## config.mk

```make
export PLATFORM = sky130hd
export DESIGN_NAME = screen_manager_flat
export DESIGN_NICKNAME = d
export VERILOG_FILES = /design/src/rtl/screen_manager_if.sv /design/src/rtl/screen_manager.sv /design/src/flat_wrapper.sv
export SDC_FILE = /design/constraint.sdc
export NUM_CORES = 1
export LEC_CHECK = 0
export CORE_ASPECT_RATIO = 1.25
export CORE_MARGIN = 2
export CORE_UTILIZATION = 50
export CTS_BUF_LIST = sky130_fd_sc_hd__clkbuf_4
export CTS_CLUSTER_DIAMETER = 100
export DETAILED_ROUTE_END_ITERATION = 12
export HOLD_SLACK_MARGIN = 0.06
export PLACE_DENSITY = 0.78
export SLEW_MARGIN = 20
export SYNTH_ARGS = -nofsm -noshare
export SYNTH_HDL_FRONTEND = slang
export SYNTH_SLANG_ARGS = --single-unit
```

## constraint.sdc

```tcl
create_clock -name clk_50 -period 2.2 [get_ports clk_50]
set_clock_uncertainty 0.05 [all_clocks]
set_input_delay 0.44 -clock clk_50 [delete_from_list [all_inputs] [get_ports clk_50]]
set_output_delay 0.44 -clock clk_50 [all_outputs]
set_load 0.02 [all_outputs]
```

## src/rtl/screen_manager_if.sv

```systemverilog
// rtl/screen_manager_if.sv - touch, app-control and framebuffer-mux signals of the screen manager
interface screen_manager_if #(
   parameter int NUM_APPS = 2
);
   logic                framebufferClk;
   logic                touch_valid;
   logic                touch_down;
   logic [8:0]          touch_gx;
   logic [8:0]          touch_gy;
   logic [NUM_APPS-1:0] app_exit_req;
   logic [2:0]          fb_sel;
   logic [NUM_APPS-1:0] app_run;
   logic [NUM_APPS-1:0] app_start;
   logic                app_touch_en;
   logic                home_press;
   logic [1:0]          home_press_idx;
   logic                frame_start;

   modport master (
      input  framebufferClk, touch_valid, touch_down, touch_gx, touch_gy, app_exit_req,
      output fb_sel, app_run, app_start, app_touch_en, home_press, home_press_idx, frame_start
   );

   modport slave (
      output framebufferClk, touch_valid, touch_down, touch_gx, touch_gy, app_exit_req,
      input  fb_sel, app_run, app_start, app_touch_en, home_press, home_press_idx, frame_start
   );
endinterface

```

## src/rtl/screen_manager.sv

```systemverilog
// rtl/screen_manager.sv - home screen / app scheduler with frame-aligned framebuffer switching
// Optional long-press corner exit: SCREEN_MGR_LONGPRESS_EXIT_EN
module screen_manager #(
   parameter int CLK_FREQ_HZ = 50_000_000,
   parameter int GAME_W      = 320,
   parameter int GAME_H      = 240,
   parameter int NUM_APPS    = 2,
   parameter int ICON_X0     = 256,
   parameter int ICON_STEP   = 64,
   parameter int ICON_Y0     = 16,
   parameter int ICON_W      = 48,
   parameter int ICON_H      = 48,
   parameter int HIT_MARGIN  = 4,
   parameter int HOLD_MS     = 1000
) (
   input  logic               clk_50,
   input  logic               reset_n,
   screen_manager_if.master   bus
);
   localparam logic [16:0] PIX_LAST = 17'(GAME_W * GAME_H - 1);
   localparam int          HOLD_CYC = CLK_FREQ_HZ / 1000 * HOLD_MS;

   typedef enum logic [2:0] {
      S_HOME     = 3'd0,
      S_ARM      = 3'd1,
      S_SWAP_IN  = 3'd2,
      S_RUN      = 3'd3,
      S_SWAP_OUT = 3'd4
   } state_t;

   state_t              state, state_nx;
   logic [16:0]         pix_cnt;
   logic                fb_prev, touch_prev;
   logic                lockout, lockout_nx, set_lock, bad_state;
   logic [1:0]          pend, pend_nx;
   logic [3:0]          hit;
   logic                tap_hit, exit_sel, long_exit;
   logic [1:0]          tap_idx;
   logic                wrap, touch_rise;
   int                  gx, gy;

   logic [2:0]          fb_sel_q, fb_sel_nx;
   logic [NUM_APPS-1:0] app_run_q, app_run_nx, app_start_q, app_start_nx, run_vec;
   logic                touch_en_q, touch_en_nx, press_q, press_nx, frame_start_q, frame_start_nx;
   logic [1:0]          press_idx_q, press_idx_nx;

   assign wrap       = bus.framebufferClk && !fb_prev && (pix_cnt == PIX_LAST);
   assign touch_rise = bus.touch_down && !touch_prev;
   assign gx         = {23'd0, bus.touch_gx};
   assign gy         = {23'd0, bus.touch_gy};

   // hitbox per slot, margin included on every side
   always_comb begin
      hit = '0;
      for (int k = 0; k < 4; k++) begin
         if (k < NUM_APPS
             && gx >= ICON_X0 - k * ICON_STEP - HIT_MARGIN
             && gx <  ICON_X0 - k * ICON_STEP + ICON_W + HIT_MARGIN
             && gy >= ICON_Y0 - HIT_MARGIN
             && gy <  ICON_Y0 + ICON_H + HIT_MARGIN)
            hit[k] = 1'b1;
      end
   end

   always_comb begin
      tap_hit = 1'b0;
      tap_idx = 2'd0;
      for (int k = 3; k >= 0; k--) begin
         if (hit[k]) begin
            tap_hit = 1'b1;
            tap_idx = 2'(k);
         end
      end
   end

   always_comb begin
      exit_sel = 1'b0;
      for (int k = 0; k < NUM_APPS; k++)
         if (pend == 2'(k))
            exit_sel = bus.app_exit_req[k];
   end

`ifdef SCREEN_MGR_LONGPRESS_EXIT_EN
   localparam int HW = $clog2(HOLD_CYC + 1);
   logic [HW-1:0] hold_cnt;
   logic          in_corner;

   assign in_corner = bus.touch_valid && bus.touch_down && bus.touch_gx < 9'd32 && bus.touch_gy < 9'd32;
   assign long_exit = (state == S_RUN) && in_corner && (hold_cnt == HW'(HOLD_CYC - 1));

   always_ff @(posedge clk_50 or negedge reset_n) begin
      if (!reset_n)
         hold_cnt <= '0;
      else if (state != S_RUN || !bus.touch_down || (bus.touch_valid && !in_corner) || long_exit)
         hold_cnt <= '0;
      else if (in_corner)
         hold_cnt <= hold_cnt + 1'b1;
   end
`else
   // without the corner gesture the hold time has no effect
   assign long_exit = 1'b0 && (HOLD_CYC != 0);
`endif

   always_ff @(posedge clk_50 or negedge reset_n) begin
      if (!reset_n) begin
         state         <= S_HOME;
         pend          <= 2'd0;
         lockout       <= 1'b0;
         pix_cnt       <= '0;
         fb_prev       <= 1'b0;
         touch_prev    <= 1'b0;
         fb_sel_q      <= 3'd0;
         app_run_q     <= '0;
         app_start_q   <= '0;
         touch_en_q    <= 1'b0;
         press_q       <= 1'b0;
         press_idx_q   <= 2'd0;
         frame_start_q <= 1'b0;
      end else begin
         state         <= state_nx;
         pend          <= pend_nx;
         lockout       <= lockout_nx;
         fb_prev       <= bus.framebufferClk;
         touch_prev    <= bus.touch_down;
         if (bus.framebufferClk && !fb_prev)
            pix_cnt <= (pix_cnt == PIX_LAST) ? 17'd0 : pix_cnt + 17'd1;
         fb_sel_q      <= fb_sel_nx;
         app_run_q     <= app_run_nx;
         app_start_q   <= app_start_nx;
         touch_en_q    <= touch_en_nx;
         press_q       <= press_nx;
         press_idx_q   <= press_idx_nx;
         frame_start_q <= frame_start_nx;
      end
   end

   always_comb begin
      state_nx  = S_HOME;
      pend_nx   = pend;
      set_lock  = 1'b0;
      bad_state = 1'b0;
      case (state)
         S_HOME: begin
            if (touch_rise && bus.touch_valid && !lockout && tap_hit) begin
               state_nx = S_ARM;
               pend_nx  = tap_idx;
            end
         end
         S_ARM: begin
            if (!bus.touch_down)
               state_nx = S_SWAP_IN;
            else if (bus.touch_valid && !hit[pend])
               set_lock = 1'b1;
            else
               state_nx = S_ARM;
         end
         S_SWAP_IN:  state_nx = wrap ? S_RUN : S_SWAP_IN;
         S_RUN: begin
            if (exit_sel || long_exit) begin
               state_nx = S_SWAP_OUT;
               set_lock = long_exit;
            end else begin
               state_nx = S_RUN;
            end
         end
         S_SWAP_OUT: begin
            if (wrap)
               set_lock = 1'b1;
            else
               state_nx = S_SWAP_OUT;
         end
         default: begin
            pend_nx   = 2'd0;
            bad_state = 1'b1;
         end
      endcase
      // lockout only survives while the finger stays down
      lockout_nx = bus.touch_down && (set_lock || (lockout && !bad_state));
   end

   always_comb begin
      frame_start_nx = wrap && !bad_state;
      fb_sel_nx      = 3'd0;
      app_run_nx     = '0;
      app_start_nx   = '0;
      touch_en_nx    = 1'b0;
      press_nx       = 1'b0;
      press_idx_nx   = 2'd0;
      for (int k = 0; k < NUM_APPS; k++)
         run_vec[k] = (pend_nx == 2'(k));
      case (state_nx)
         S_ARM: begin
            press_nx     = 1'b1;
            press_idx_nx = pend_nx;
         end
         S_RUN: begin
            fb_sel_nx   = 3'(pend_nx) + 3'd1;
            app_run_nx  = run_vec;
            touch_en_nx = !lockout_nx;
         end
         S_SWAP_OUT: fb_sel_nx = 3'(pend_nx) + 3'd1;
         default: ;
      endcase
      if (state == S_SWAP_IN && wrap)
         app_start_nx = run_vec;
   end

   assign bus.fb_sel         = fb_sel_q;
   assign bus.app_run        = app_run_q;
   assign bus.app_start      = app_start_q;
   assign bus.app_touch_en   = touch_en_q;
   assign bus.home_press     = press_q;
   assign bus.home_press_idx = press_idx_q;
   assign bus.frame_start    = frame_start_q;
endmodule

```

## src/flat_wrapper.sv

```systemverilog
// flat-port wrapper written by rule: the top's interface ports become plain ports
module screen_manager_flat 
#(
   parameter int CLK_FREQ_HZ = 50_000_000,
   parameter int GAME_W      = 320,
   parameter int GAME_H      = 240,
   parameter int NUM_APPS    = 2,
   parameter int ICON_X0     = 256,
   parameter int ICON_STEP   = 64,
   parameter int ICON_Y0     = 16,
   parameter int ICON_W      = 48,
   parameter int ICON_H      = 48,
   parameter int HIT_MARGIN  = 4,
   parameter int HOLD_MS     = 1000
)
  (clk_50, reset_n, bus_framebufferClk, bus_touch_valid, bus_touch_down, bus_touch_gx, bus_touch_gy, bus_app_exit_req, bus_fb_sel, bus_app_run, bus_app_start, bus_app_touch_en, bus_home_press, bus_home_press_idx, bus_frame_start);
  screen_manager_if #(.NUM_APPS(NUM_APPS)) bus_i ();
  input  logic clk_50;
  input  logic reset_n;
  input wire logic [$bits(bus_i.framebufferClk)-1:0] bus_framebufferClk;
  input wire logic [$bits(bus_i.touch_valid)-1:0] bus_touch_valid;
  input wire logic [$bits(bus_i.touch_down)-1:0] bus_touch_down;
  input wire logic [$bits(bus_i.touch_gx)-1:0] bus_touch_gx;
  input wire logic [$bits(bus_i.touch_gy)-1:0] bus_touch_gy;
  input wire logic [$bits(bus_i.app_exit_req)-1:0] bus_app_exit_req;
  output wire logic [$bits(bus_i.fb_sel)-1:0] bus_fb_sel;
  output wire logic [$bits(bus_i.app_run)-1:0] bus_app_run;
  output wire logic [$bits(bus_i.app_start)-1:0] bus_app_start;
  output wire logic [$bits(bus_i.app_touch_en)-1:0] bus_app_touch_en;
  output wire logic [$bits(bus_i.home_press)-1:0] bus_home_press;
  output wire logic [$bits(bus_i.home_press_idx)-1:0] bus_home_press_idx;
  output wire logic [$bits(bus_i.frame_start)-1:0] bus_frame_start;
  assign bus_i.framebufferClk = bus_framebufferClk;
  assign bus_i.touch_valid = bus_touch_valid;
  assign bus_i.touch_down = bus_touch_down;
  assign bus_i.touch_gx = bus_touch_gx;
  assign bus_i.touch_gy = bus_touch_gy;
  assign bus_i.app_exit_req = bus_app_exit_req;
  assign bus_fb_sel = bus_i.fb_sel;
  assign bus_app_run = bus_i.app_run;
  assign bus_app_start = bus_i.app_start;
  assign bus_app_touch_en = bus_i.app_touch_en;
  assign bus_home_press = bus_i.home_press;
  assign bus_home_press_idx = bus_i.home_press_idx;
  assign bus_frame_start = bus_i.frame_start;
  screen_manager #(.CLK_FREQ_HZ(CLK_FREQ_HZ), .GAME_W(GAME_W), .GAME_H(GAME_H), .NUM_APPS(NUM_APPS), .ICON_X0(ICON_X0), .ICON_STEP(ICON_STEP), .ICON_Y0(ICON_Y0), .ICON_W(ICON_W), .ICON_H(ICON_H), .HIT_MARGIN(HIT_MARGIN), .HOLD_MS(HOLD_MS)) u_core (.clk_50(clk_50), .reset_n(reset_n), .bus(bus_i));
endmodule
```

## Yosys cells after proc, flatten, opt, wreduce, memory -nomap -nowiden

Index checks and enable logic that the tools add are counted.

- Reductions and logical operators: 29
- Add/sub/neg operators: 2
- Order comparisons: 7
- Equal/unequal tests: 10
- Mux-type cells: 30

Operators by type and width:

| cell | count |
|---|---|
| 9-bit by 8-bit greater-or-equal comparator with 1-bit output, second input constant | 2 |
| 17-bit by 1-bit adder with 17-bit output, second input constant | 1 |
| 17-bit equality test, second input constant | 1 |
| 1-bit logical AND | 17 |
| 17-bit 2-to-1 mux | 1 |
| 1-bit 2-to-1 mux | 16 |
| 3-bit one-hot mux with 5 select lines | 1 |
| 3-bit 2-to-1 mux | 4 |
| 2-bit 2-to-1 mux | 5 |
| 3-bit by 2-bit equality test with 1-bit output, second input constant | 3 |
| 9-bit by 4-bit greater-or-equal comparator with 1-bit output, second input constant | 1 |
| 9-bit by 7-bit < comparator with 1-bit output, second input constant | 1 |
| 9-bit by 8-bit < comparator with 1-bit output, second input constant | 1 |
| 9-bit < comparator, second input constant | 1 |
| 3-bit by 1-bit equality test with 1-bit output, second input constant | 2 |
| 3-bit equality test, second input constant | 2 |
| 1-bit logical NOT | 5 |
| 5-bit OR reduction | 1 |
| 2-bit by 1-bit equality test with 1-bit output, second input constant | 2 |
| 2-bit logical NOT | 2 |
| 2-bit one-hot mux with 2 select lines | 1 |
| 4-bit OR reduction | 1 |
| 2-bit by 1-bit adder with 3-bit output, second input constant | 1 |
| 3-bit logical NOT | 1 |
| other kinds (5) | 5 |

- Word-level logic and storage cells: 91
- Input port bits: 25
- Register bits: 37

## Longest topological paths before layout

Gate-level depths: netlist (run 1).

- Depth after elaboration: 16
- Depth in mapped cells: 8
- Depth with buffers taken out: 7

## Least setup slack after synthesis (run 1)

No wires, ideal clock.

- Path kind: flip-flop to flip-flop
- From: reg u_core.state[0]
- To: reg u_core.app_start_q[1], in the netlist u_core.bus.app_start[1]
- Path slack: 0.303 ns
- Data required time: 2.030 ns
- Arrival: 1.728 ns
- Cell stages (with the launch flop): 9
- Clock period less this slack: 1.897 ns
- Path through: dfrtp_1 buf_6 nor4b_4 nand2_1 o311ai_1 o31a_2 inv_1 ha_1 and3_1

- Longest elaborated chain between the ends: 5
- Elaborated cells on any way between the ends: 10
- Classes of those cells: eq/ne: 5; mux: 2; reduce/logical: 3

RTL lines:

| element | line | RTL |
|---|---|---|
| start: declaration | screen_manager.sv:31 | `state_t state, state_nx;` |
| start signal: assignment | screen_manager.sv:120 | `state <= state_nx;` |
| 3-bit by 1-bit equality test with 1-bit output (tied with other cells) | screen_manager.sv:142 | `case (state)` |
| 4-bit OR reduction (no line) | n/a |  |
| 2-bit one-hot mux with 2 select lines * | screen_manager.sv:142 |  |
| net u_core.pend_nx[0] | screen_manager.sv:35 | `logic [1:0] pend, pend_nx;` |
| 2-bit by 1-bit equality test with 1-bit output * | screen_manager.sv:190 | `run_vec[k] = (pend_nx == 2'(k));` |
| 2-bit 2-to-1 mux * | screen_manager.sv:204 | `if (state == S_SWAP_IN && wrap)` |
| net u_core.app_start_nx[1] | screen_manager.sv:43 | `logic [NUM_APPS-1:0] app_run_q, app_run_nx, app_start_q, app_start_nx, run_vec;` |
| end signal: assignment | screen_manager.sv:129 | `app_start_q <= app_start_nx;` |
| end: declaration | screen_manager.sv:43 |  |

Mark *: on every way through the listed nets, which the timed path passes. The rest lies on a longest branch.
A chain may end at the register's enable or synchronous reset.

## Final worst setup path (run 1)

- From: in bus_touch_gy[5]
- To: reg u_core.app_start_q[1], in the netlist u_core.bus.app_start[1]

- Longest elaborated chain between the ends: 11
- Elaborated cells on any way between the ends: 17
- Classes of those cells: order compare: 2; eq/ne: 1; mux: 9; reduce/logical: 5

RTL lines:

| element | line | RTL |
|---|---|---|
| start: declaration | flat_wrapper.sv:24 | `input wire logic [$bits(bus_i.touch_gy)-1:0] bus_touch_gy;` |
| 9-bit by 4-bit greater-or-equal comparator with 1-bit output | screen_manager.sv:59 | `&& gy >= ICON_Y0 - HIT_MARGIN` |
| 1-bit logical AND | screen_manager.sv:59 |  |
| 1-bit logical AND | screen_manager.sv:60 | `&& gy < ICON_Y0 + ICON_H + HIT_MARGIN)` |
| 1-bit 2-to-1 mux | screen_manager.sv:56 | `if (k < NUM_APPS` |
| 1-bit 2-to-1 mux (2 in a row) | screen_manager.sv:69 | `if (hit[k]) begin` |
| 1-bit logical AND | screen_manager.sv:144 | `if (touch_rise && bus.touch_valid && !lockout && tap_hit) begin` |
| 2-bit 2-to-1 mux * | screen_manager.sv:144 |  |
| 2-bit one-hot mux with 2 select lines * | screen_manager.sv:142 |  |
| net u_core.pend_nx[0] | screen_manager.sv:35 |  |
| 2-bit by 1-bit equality test with 1-bit output * | screen_manager.sv:190 |  |
| 2-bit 2-to-1 mux * | screen_manager.sv:204 |  |
| net u_core.app_start_nx[1] | screen_manager.sv:43 |  |

Marked as above.

==> summary.md, run 1 <==
| Metric | Value |
|---|---|
| Outcome | `completed` |
| CTS tree | `yes` |
| Placed insts | `256` |
| Power per Cell Area | `542 mW/mm^2` |
| DRT iter0 DRCs | `40` |
| Critical path startpoint category | `input pin` |
| Unique masters post-synth | `46` |
| Critical Path, Cell by Cell | `clkdlybuf4s50_1, nor4_1, a22oi_1, o311ai_1, o31a_2, inv_1, ha_1, and3_1` |
| Synth top area share | `0.501` |
| Leakage power | `1.10 nW` |
| Slew Viols, Final | `0` |
| Hold WC Path Type | `reg2reg` |
| DP Worst Slack | `-0.274 ns` |
| PostCTS Resize Cnt | `0` |
| Synthesized area per cell | `10.9 sq um` |
| CTS Buffer Depth | `2` |
| Worst Path Arrival | `2.31 ns` |
| Initial core utilization | `0.526` |
| Max Cap Viol | `0` |
| DRT Pass-1 Iters | `4` |
| Post-Syn Area | `0.00185 sq mm` |
| GRT overflow | `0` |
| Synthesized Nets | `198` |
| H-tree Lvls | `2` |
| DR vias | `1507` |
| Required time of the critical path | `2.39 ns` |
| F_max | `0.471 GHz` |
| Register area share after synthesis | `0.501` |
| Placer congestion estimate | `0.805` |
| I/O Buffers | `32` |
| CP endpoint kind | `flip-flop` |
| Post-Route WL | `3870 microns` |
| Synth Flop Type | `dfrtp_1` |
| Layout cell share with drive strength beyond 1 | `0.173` |
| CTS Hold Bufs | `0` |
| Root Driver | `clkbuf_4` |
| Total power | `1.29 mW` |
| Final net count | `253` |
| Core area | `0.00351 sq mm` |
| Post-synth EDFFs | `0` |
| Async SR Flop Fraction | `1.00` |
| Slew HR | `0.696` |
| Vias in the first global route | `1588` |
| Fin cells | `264` |
| Setup Viol. Count Final | `0` |
| DP HPWL | `3020 microns` |
| Die area | `0.00420 sq mm` |
| Initial antenna violation count | `0` |
| Clock-pin slew of the registers on the worst-case setup and hold paths | `0.10 ns` |
| Yosys top cell by area | `dfrtp_1` |
| CP Max Fanout | `5` |
| Largest net degree at the start of global routing | `38` |
| First-pass GRT wire length | `6700 microns` |
| Unrepaired setup endpoints after global routing | `false` |
| Die Y | `72.0 microns` |
| Most frequent cells after synthesis | `37 x dfrtp_1, 17 x nor2_1, 14 x nand2_1, 9 x nand3_1, 8 x xor2_1` |
| Synth area leaders | `dfrtp_1 50%, xor2_1 3.8%, nor2_1 3.5%` |
| # fillers | `283` |
| Final setup margin | `0.0755 ns` |
| Final Hold Fails | `0` |
| Setup TNS | `0 ns` |
| WL/cell | `14.7 microns` |
| Total CTS buffers | `5` |
| Diodes inserted | `0` |
| Area after DPL | `0.00233 sq mm` |
| Most frequent cell after synthesis | `dfrtp_1` |
| Clock sink total | `37` |
| Worst Max-Slew Pin Slew | `0.457 ns` |
| Max incr delay on CP | `0.42 ns` |
| DRC viols | `0` |
| ANT nets after route | `0` |
| Post-synthesis cell count | `169` |
| Average vias per placed instance | `5.71` |
| Slowest stage cell, crit path | `clkdlybuf4s50_1` |
| Die Span X | `58.4 microns` |
| Minimum clock period | `2.12 ns` |
| Layout area overhead | `29.0%` |
| # Post-CTS Setup Buffers | `0` |
| Synth Warn # | `0` |
| Rows | `24` |
| Post-route cell area | `0.00238 sq mm` |
| Crit path kind | `in2reg` |
| Part of the cycle the worst path needs | `0.966` |
| Worst-Skew Late Latency | `0.34 ns` |
| #FFs+latches synth | `37` |
| I/O pin count | `37` |
| Maximum vdd ir drop | `0.460 mV` |
| Total Routing Usage GR | `0.210` |
[area by class of cell]
class	instances	area, sq um	area share
inverter	4	15.0	0.00630
timing repair buffer	50	455	0.191
multi-input combinational	126	888	0.373
clock inverter	3	12.5	0.00525
clock buffer	5	37.5	0.0157
tap	39	48.8	0.0205
sequential	37	926	0.388
[cells in the final DEF (no fill, tap or decap), types with 3 or more instances in the layout]
cell,Yosys,layout
nor3b_1,5,5
a21oi_1,3,3
buf_4,1,18
nand2_1,14,14
xnor2_1,6,6
clkbuf_4,0,5
nor2_1,17,17
nand3_1,9,9
dfrtp_1,37,37
xor2_1,8,8
o22ai_1,3,3
ha_1,4,4
and3_1,5,5
o21ai_0,3,3
clkdlybuf4s50_1,0,32
and2_1,7,7
nor3_1,3,3
nor2b_1,3,3
inv_1,4,4
[cell families after synthesis]
logic type | share of synthesized area
fa+ha+maj | 0.0271
mux | 0.0122
compound gates | 0.0961
buf+inv | 0.0183
xor+xnor | 0.0664
flops | 0.501
simple gates | 0.279
[power breakdown]
part / total, mW / switching (mW) / internal [mW]
Clock: 0.331 / 0.216 / 0.116
Sequential: 0.785 / 0.0595 / 0.725
Combinational: 0.176 / 0.0843 / 0.0920
[routing by layer]
layer / global-route usage / vias to the layer above / wire [microns]
met2: 0.383 / 38 / 2120
met1: 0.233 / 742 / 1510
met5: 0 / - / 0
met3: 0.0446 / 8 / 160
li1: - / 719 / -
met4: 0.0853 / 0 / 83
[through the flow]
| step | util | hold slack (ns) |
|---|---|---|
| 2_1_floorplan | - | 0.0944 |
| 3_5_place_dp | 0.664 | 0.433 |
| 3_3_place_gp | 0.664 | 0.428 |
| 6_report | 0.678 | 0.445 |
| 5_1_grt | 0.678 | 0.466 |
| 4_1_cts | 0.678 | 0.453 |
[state kept, by name (all words and copies together), names as in the netlist, 2 cells and up]
register / flops
u_core.pend: 2
u_core.pix_cnt: 17
u_core.state: 3
u_core.bus.app_start: 2
u_core.bus.fb_sel: 3
u_core.bus.home_press_idx: 2
u_core.bus.app_run: 2
[final timing paths]
kind,start,endpoint,slack (ns),depth (start not counted)
setup / recovery,bus_touch_gy[5],u_core.bus.app_start[1],0.08,8
setup reg to reg,u_core.state[0],u_core.bus.app_start[1],0.22,7
min in group asynchronous,reset_n,u_core.pix_cnt[13],0.45,2
hold reg to reg,u_core.pix_cnt[14],u_core.pix_cnt[14],0.44,1
max in group asynchronous,reset_n,u_core.pix_cnt[4],1.32,2
hold / removal,u_core.pix_cnt[14],u_core.pix_cnt[14],0.44,1
[worst max-delay path, delay by kind of cell]
family / cells / cell delay [ns]
compound gates: 3 / 0.73
fa+ha+maj: 1 / 0.21
buf+inv: 2 / 0.50
simple gates: 2 / 0.44
(Power assumes the default switching activity.)
==> inputs of run 2 (changes only) <==
--- a/config.mk
+++ b/config.mk
@@ -10,6 +10,7 @@
 export CORE_UTILIZATION = 50
 export CTS_BUF_LIST = sky130_fd_sc_hd__clkbuf_4
 export CTS_CLUSTER_DIAMETER = 100
+export CTS_CLUSTER_SIZE = 14
 export DETAILED_ROUTE_END_ITERATION = 12
 export HOLD_SLACK_MARGIN = 0.06
 export PLACE_DENSITY = 0.78
==> constraint.sdc (replaced) <==
create_clock -name clk_50 -period 2.2 [get_ports clk_50]
set_clock_uncertainty 0.05 [all_clocks]
set_input_delay 0.44 -clock clk_50 [delete_from_list [all_inputs] [get_ports clk_50]]
set_output_delay 0.44 -clock clk_50 [all_outputs]
set_load 0.01 [all_outputs]
==> results of run 2 <==
The final DEF is identical to that of run 1. Status: completed.
==> inputs of run 3 (changes only) <==
--- a/config.mk
+++ b/config.mk
@@ -14,6 +14,7 @@
 export DETAILED_ROUTE_END_ITERATION = 12
 export HOLD_SLACK_MARGIN = 0.06
 export PLACE_DENSITY = 0.78
+export SETUP_SLACK_MARGIN = 0.02
 export SLEW_MARGIN = 20
 export SYNTH_ARGS = -nofsm -noshare
 export SYNTH_HDL_FRONTEND = slang
==> results of run 3 <==
The final DEF is identical to that of run 1. Status: completed.
